<file path="src/rtl/carry_increment_adder.sv">
`default_nettype none
// ============================================================================
//  Module   : carry_increment_adder
//  Purpose  : Registered two-operand unsigned adder built as a carry-increment
//             structure. Each BLK-bit block ripple-adds its slice with
//             carry-in 0 and produces a block generate and propagate. A
//             half-adder incrementer then adds the incoming block carry.
//             Result and carry-out are registered, giving a 1-cycle stage.
//  Ports    : clk   - rising-edge clock
//             rst_n - asynchronous active-low reset, clears sum/cout(/ovf)
//             a, b  - WIDTH-bit unsigned operands
//             cin   - carry into bit 0
//             sum   - registered (a + b + cin) mod 2^WIDTH
//             cout  - registered carry out of bit WIDTH-1
//             ovf   - registered signed overflow (only with CIA_OVERFLOW_EN)
//  Options  : define CIA_OVERFLOW_EN to add the ovf output port.
//  Params   : WIDTH must be a multiple of BLK; BLK is one of 2, 4, 8, 16.
//  Revision : 1.0 - initial release
// ============================================================================
module carry_increment_adder #(
    parameter int WIDTH = 64,
    parameter int BLK   = 4
) (
    input  logic             clk,
    input  logic             rst_n,
    input  logic [WIDTH-1:0] a,
    input  logic [WIDTH-1:0] b,
    input  logic             cin,
    output logic [WIDTH-1:0] sum,
    output logic             cout
`ifdef CIA_OVERFLOW_EN
   ,output logic             ovf
`endif
);

    localparam int c_NB = WIDTH / BLK;

    // Per-block results of the carry-in-0 ripple add
    logic [WIDTH-1:0] w_s0;
    logic [c_NB-1:0]  w_g;
    logic [c_NB-1:0]  w_p;

    // Block carries (w_carry[k] enters block k) and final sum
    logic [c_NB:0]    w_carry;
    logic [WIDTH-1:0] w_sum;
    logic             w_inc;

    // ------------------------------------------------------------------------
    // Local block adders: independent of every other block, so they all
    // settle in parallel; only the short g/p chain below is serial.
    // ------------------------------------------------------------------------
    for (genvar k = 0; k < c_NB; k++) begin : g_blk
        logic [BLK-1:0] w_as;
        logic [BLK-1:0] w_bs;
        logic [BLK-1:0] w_ls;
        logic [BLK:0]   w_rc;

        assign w_as = a[k*BLK +: BLK];
        assign w_bs = b[k*BLK +: BLK];

        always_comb begin
            w_rc    = '0;
            w_ls    = '0;
            w_rc[0] = 1'b0;
            for (int i = 0; i < BLK; i++) begin
                w_ls[i]   = w_as[i] ^ w_bs[i] ^ w_rc[i];
                w_rc[i+1] = (w_as[i] & w_bs[i]) | ((w_as[i] ^ w_bs[i]) & w_rc[i]);
            end
        end

        assign w_s0[k*BLK +: BLK] = w_ls;
        assign w_g[k]             = w_rc[BLK];
        assign w_p[k]             = &(w_as ^ w_bs);
    end

    // ------------------------------------------------------------------------
    // Block carry chain plus incrementer. The incrementer's own carry-out is
    // never needed: a block with carry-in 1 carries out exactly when it
    // generates or propagates, which the g/p recurrence already covers.
    // ------------------------------------------------------------------------
    always_comb begin
        w_carry    = '0;
        w_sum      = '0;
        w_inc      = 1'b0;
        w_carry[0] = cin;
        for (int k = 0; k < c_NB; k++) begin
            w_inc = w_carry[k];
            for (int i = 0; i < BLK; i++) begin
                w_sum[k*BLK+i] = w_s0[k*BLK+i] ^ w_inc;
                w_inc          = w_s0[k*BLK+i] & w_inc;
            end
            w_carry[k+1] = w_g[k] | (w_p[k] & w_carry[k]);
        end
    end

    // ------------------------------------------------------------------------
    // Output register
    // ------------------------------------------------------------------------
    logic [WIDTH-1:0] r_sum;
    logic             r_cout;

    always_ff @(posedge clk or negedge rst_n) begin
        if (!rst_n) begin
            r_sum  <= '0;
            r_cout <= 1'b0;
        end else begin
            r_sum  <= w_sum;
            r_cout <= w_carry[c_NB];
        end
    end

    assign sum  = r_sum;
    assign cout = r_cout;

`ifdef CIA_OVERFLOW_EN
    // Like-signed operands producing a result of the other sign
    logic w_ovf;
    logic r_ovf;

    assign w_ovf = (a[WIDTH-1] == b[WIDTH-1]) && (w_sum[WIDTH-1] != a[WIDTH-1]);

    always_ff @(posedge clk or negedge rst_n) begin
        if (!rst_n) begin
            r_ovf <= 1'b0;
        end else begin
            r_ovf <= w_ovf;
        end
    end

    assign ovf = r_ovf;
`endif

endmodule
`default_nettype wire

</file>
<file path="config.mk">
export PLATFORM = sky130hd
export DESIGN_NAME = carry_increment_adder
export DESIGN_NICKNAME = d
export VERILOG_FILES = /design/src/rtl/carry_increment_adder.sv
export SDC_FILE = /design/constraint.sdc
export NUM_CORES = 1
export LEC_CHECK = 0
export ABC_AREA = 1
export CORE_UTILIZATION = 48
export CTS_BUF_LIST = sky130_fd_sc_hd__clkbuf_8
export CTS_CLUSTER_DIAMETER = 100
export CTS_CLUSTER_SIZE = 14
export DETAILED_ROUTE_END_ITERATION = 10
export HOLD_SLACK_MARGIN = 0.12
export PLACE_DENSITY = 0.89
export SLEW_MARGIN = 25
export SYNTH_ARGS = -nofsm -noshare
export SYNTH_HDL_FRONTEND = slang
export SYNTH_SLANG_ARGS = --single-unit
</file>
<file path="constraint.sdc">
create_clock -name clk -period 1.1 [get_ports clk]
set_input_delay 0.22 -clock clk [delete_from_list [all_inputs] [get_ports clk]]
set_output_delay 0.22 -clock clk [all_outputs]
set_load 0.01 [all_outputs]
</file>
Word level (Yosys, flattened, before mapping)
Index checks and enable logic that the tools add are counted.
- bits in registers: 65
- input port bits: 131
- word-level logic and storage cells: 450
- output and inout bits: 65
- bitwise operators: 432
- reduce and logical (&&, ||, !) cells: 16
- operator list (kind ; count):
    AND 1 bit ; 176
    bitwise XOR 1 bit ; 176
    bitwise OR 1 bit ; 64
    AND reduction 4 bit ; 16
    bitwise XOR 4 bit ; 16

Depth between registers and ports, before layout
- depth in word-level cells: 40
- mapped depth: 39

Worst setup path after synthesis
OpenSTA, ideal clock, no wires.
- path type: input port to flip-flop
- from: input port a[0]
- to: register r_sum[63] (netlist: sum[63])
- library setup time: 122 ps
- path slack: -2626 ps
- arrival time: 3604 ps
- stages: 39
- data required time: 978 ps
- cells stage by stage: ha_1 -> inv_1 -> fa_1 -> inv_1 -> fa_1 -> fa_1 -> o21bai_2 -> nand2_2 -> nand2_2 -> nand2_2 -> nand2_2 -> nand2_2 -> nand2_2 -> nand2_2 -> nand2_2 -> nand2_2 -> nand2_2 -> nand2_2 -> [... 3 more ...] -> nand2_2 -> nand2_2 -> nand2_2 -> nand2_2 -> nand2_2 -> nand2_2 -> nand2_2 -> nand2_2 -> nand2_2 -> nand2_2 -> nand2_2 -> nand2_2 -> nand2_2 -> nand2_2 -> ha_1 -> ha_1 -> ha_1 -> xnor2_1
- longest elaborated chain between the ends: 40
- elaborated cells on any way between the ends: 43
- classes of those cells: bitwise (42); reduce/logical (1)
- RTL lines (item ; line ; source):
    start: declaration ; 26 ; input logic [WIDTH-1:0] a,
    AND 1 bit (2 in series) ; 67 ; w_rc[i+1] = (w_as[i] & w_bs[i]) | ((w_as[i] ^ w_bs[i]) & w_rc[i]);
    bitwise OR 1 bit ; 67 ;
    AND 1 bit ; 67 ;
    bitwise OR 1 bit ; 67 ;
    AND 1 bit ; 67 ;
    bitwise OR 1 bit ; 67 ;
    bitwise OR 1 bit (*) ; 92 ; w_carry[k+1] = w_g[k] | (w_p[k] & w_carry[k]);
    AND 1 bit (*) ; 92 ;
    [... 22 more ...] ; - ;
    bitwise OR 1 bit (*) ; 92 ;
    AND 1 bit (*) ; 92 ;
    bitwise OR 1 bit (*) ; 92 ;
    AND 1 bit (*) ; 92 ;
    bitwise OR 1 bit (*) ; 92 ;
    AND 1 bit (*) (3 in series) ; 90 ; w_inc = w_s0[k*BLK+i] & w_inc;
    bitwise XOR 1 bit (*) ; 89 ; w_sum[k*BLK+i] = w_s0[k*BLK+i] ^ w_inc;
    named net w_sum[63] ; 45 ; logic [WIDTH-1:0] w_sum;
    end signal: assignment ; 107 ; r_sum <= w_sum;
    end: declaration ; 99 ; logic [WIDTH-1:0] r_sum;
Mark *: on every way through the listed nets, which the timed path passes. The rest lies on a longest branch.

Final worst setup path
- from: input port a[16]
- to: register r_sum[55] (netlist: sum[55])
- longest elaborated chain between the ends: 28
- elaborated cells on any way between the ends: 31
- classes of those cells: bitwise (30); reduce/logical (1)
- RTL lines (item ; line):
    AND 1 bit (2 in series) ; 67
    bitwise OR 1 bit ; 67
    AND 1 bit ; 67
    bitwise OR 1 bit ; 67
    AND 1 bit ; 67
    bitwise OR 1 bit ; 67
    bitwise OR 1 bit (*) ; 92
    AND 1 bit (*) ; 92
    [... 10 more ...] ; -
    bitwise OR 1 bit (*) ; 92
    AND 1 bit (*) ; 92
    bitwise OR 1 bit (*) ; 92
    AND 1 bit (*) ; 92
    bitwise OR 1 bit (*) ; 92
    AND 1 bit (*) (3 in series) ; 90
    bitwise XOR 1 bit (*) ; 89
    named net w_sum[55] ; 45
Marks and branches as above.

==> impl_metrics.yaml <==
placed_design:
  io_buffers: 195
  place_hpwl_um: 9160
  dpl-instance-area_um2: 7110
  routabilityCongestion: 0.805
sta:
  fin_ws_ns: -2.62
  tightest_slew_ns: 0.362
  slew_viol_final: 0
  hold_slack_ns: 0.252
  hold_viol_final: 0
  rsz0062_at_grt: "yes"
  period_minus_slack_ns: 3.72
  final.setup.tns_ns: -110.90
  finalSetupViolCount: 63
  fin_crit_sh: 3.38
  slew_headroom: 0.759
  fmax_ghz: 0.269
critical_path:
  crit_arrival_ns: 3.93
  critPathKind: "input pin to flip-flop"
  critPathLaunch: "a[16]"
  end_kind: "flip-flop"
  path_max_fanout: 2
  critical_path.endpoint: "sum[55]"
  critPathRequiredTime_ns: 1.32
  cpMaxStageDelayCell: "clkdlybuf4s50_1"
  critPathMostFrequentCell: "nand2_2"
  start_kind: "input pin"
  slowest_delay_ns: 0.41
die:
  die_h_um: 100
  num_rows: 35
  start_util: 0.500
  die_area_um2: 10100
  core_area_um2: 9280
  ios: 196
  die_x_um: 100
cts:
  cts_sinks: 65
  path_clk_slew_ns: 0.07
  htreeDepth: 3
  numCtsBuffers: 9
  cts_tree: "yes"
  root_buffer: "clkbuf_8"
  clockBufferDepth: 2
detailed_routing:
  routedWlPerCell_um: 17.9
  routed_via_density: 4.76
  dr.pass1.iters: 6
  drc: 0
  drt-initial-drc-count: 68
  wirelength_um: 13200
  vias: 3529
  antenna_left: 0
yosys:
  synth_seq_cells: 65
  synth.distinct_cells: 13
  yosys-top-cells-area: "dfrtp_1, ha_1, fa_1"
  synth_top_area_cell: "dfrtp_1"
  avgSynthCellArea_um2: 13.2
  syn_area_um2: 4640
  synth_cells: 351
  yosysWarnings: 0
  syn_nets: 642
  seq_area_frac_synth: 0.350
  synth_top_area_share: 0.350
power_and_ir_drop:
  p_int_uw: 6020
  total_power_uw: 9010
  p_per_area_nw_per_um2: 1160
  p_sw_uw: 2990
  pwr-share-comb: 0.438
  clkPwrFrac: 0.211
  seqPwrFrac: 0.351
  p_leak_uw: 0.00362
  ir_worst_vdd_mv: 0.780
  p_sw_frac: 0.332
grt:
  grt_overflow: 0
  grt_max_degree: 66
  grt_pass1_vias: 4168
  antenna_found_initial: 0
  grt_pass1_wl_um: 20600
  track_usage: 0.277
final_layout:
  num_antenna_cells: 0
  area_growth_pct: 66.8
  nets: 899
  drive_gt1_frac: 0.407
  fin_area_um2: 7740
  nFillCells: 502
run_status:
  status: "complete, but fails checks"
  violations: "setup timing"
hold_path:
  hold_path_class: "input pin to flip-flop"
run:
  max_cap_viol_count: 0
==> Yosys cell counts (all sizes together) <==
cell type / number
nand2: 61
o21bai: 1
xnor2: 1
fa: 48
xor2: 15
nand3: 1
nor2: 15
inv: 32
dfrtp: 65
ha: 112
==> flip-flops by register name, summed over array words and instances, names as in the netlist <==
register	flops
sum	64
cout	1
==> cell type report <==
class,instances,area (um^2),share of cell area
clock inverter,3,16.3,0.00210
timing repair buffer,246,2120,0.274
clock buffer,12,165,0.0213
inverter,32,120,0.0155
multi-input combinational,254,3530,0.456
sequential,65,1630,0.210
tap,129,161,0.0209
==> cell families after synthesis <==
logic type / share of synthesized area
simple gates: 0.0820
buf+inv: 0.0259
fa+ha+maj: 0.509
xor+xnor: 0.0302
compound gates: 0.00243
flops: 0.350
==> power by group through the flow <==
stage	combinational [uW]	sequential [uW]	clock (uW)
floorplan	1010	3490	0
global route	4310	3200	2070
CTS	4050	3140	1920
finish	3950	3160	1900
detailed placement	3710	3190	0
global placement	3560	3170	0
==> repair_timing <==
item | 4_1_cts | 5_1_grt
setup buffers | 40 | 13
setup endpoints to repair | 129 | 111
hold endpoints to repair | 65 | 0
hold buffers | 1 | 0
gates resized for setup | 244 | 98
pin swaps | 57 | 32
==> through the flow <==
step | setup slack, ns | utilization | cells
2_1_floorplan | -2.44 | - | 351
3_3_place_gp | -3.09 | 0.766 | 704
3_5_place_dp | -3.22 | 0.766 | 704
4_1_cts | -2.60 | 0.846 | 745
5_1_grt | -2.80 | 0.834 | 741
6_report | -2.62 | 0.834 | 741
==> worst max-delay path, delay by kind of cell <==
| kind | cells | cell delay [ns] |
|---|---|---|
| xor+xnor | 1 | 0.16 |
| fa+ha+maj | 7 | 1.76 |
| buf+inv | 4 | 0.74 |
| simple gates | 17 | 1.05 |
==> layer usage <==
| metal | vias to the layer above | GRT usage | routed length [um] |
|---|---|---|---|
| met4 | 0 | 0.130 | 391 |
| met2 | 126 | 0.537 | 7660 |
| met1 | 1759 | 0.282 | 4650 |
| li1 | 1614 | - | - |
| met5 | - | 0 | 0 |
| met3 | 30 | 0.0515 | 535 |
==> worst min path at each step <==
stage	endpoint	startpoint	slack, ns	cells past startpoint
after detailed placement	sum[63]	rst_n	0.27	2
after global routing	sum[0]	a[0]	0.23	3
after global placement	sum[63]	rst_n	0.26	2
after CTS	sum[0]	a[0]	0.22	3
after floorplan	cout	rst_n	-0.08	0
final	sum[0]	a[0]	0.25	3
==> cell usage in the layout (no fill, tap or decap), types with 7 or more instances in the layout <==
cell	netlist	layout
nand2_1	33	32
buf_4	0	34
fa_2	0	14
fa_1	48	34
ha_1	112	63
dfrtp_1	65	65
ha_4	0	44
inv_1	30	20
buf_6	0	23
clkbuf_8	0	12
nor2_2	8	8
nor2_1	7	7
nand2_2	28	26
clkdlybuf4s50_1	0	113
dlygate4sd2_1	0	7
inv_2	2	13
buf_2	0	29
xor2_1	15	14
clkbuf_2	0	32
Power figures use the tool's default switching activity.
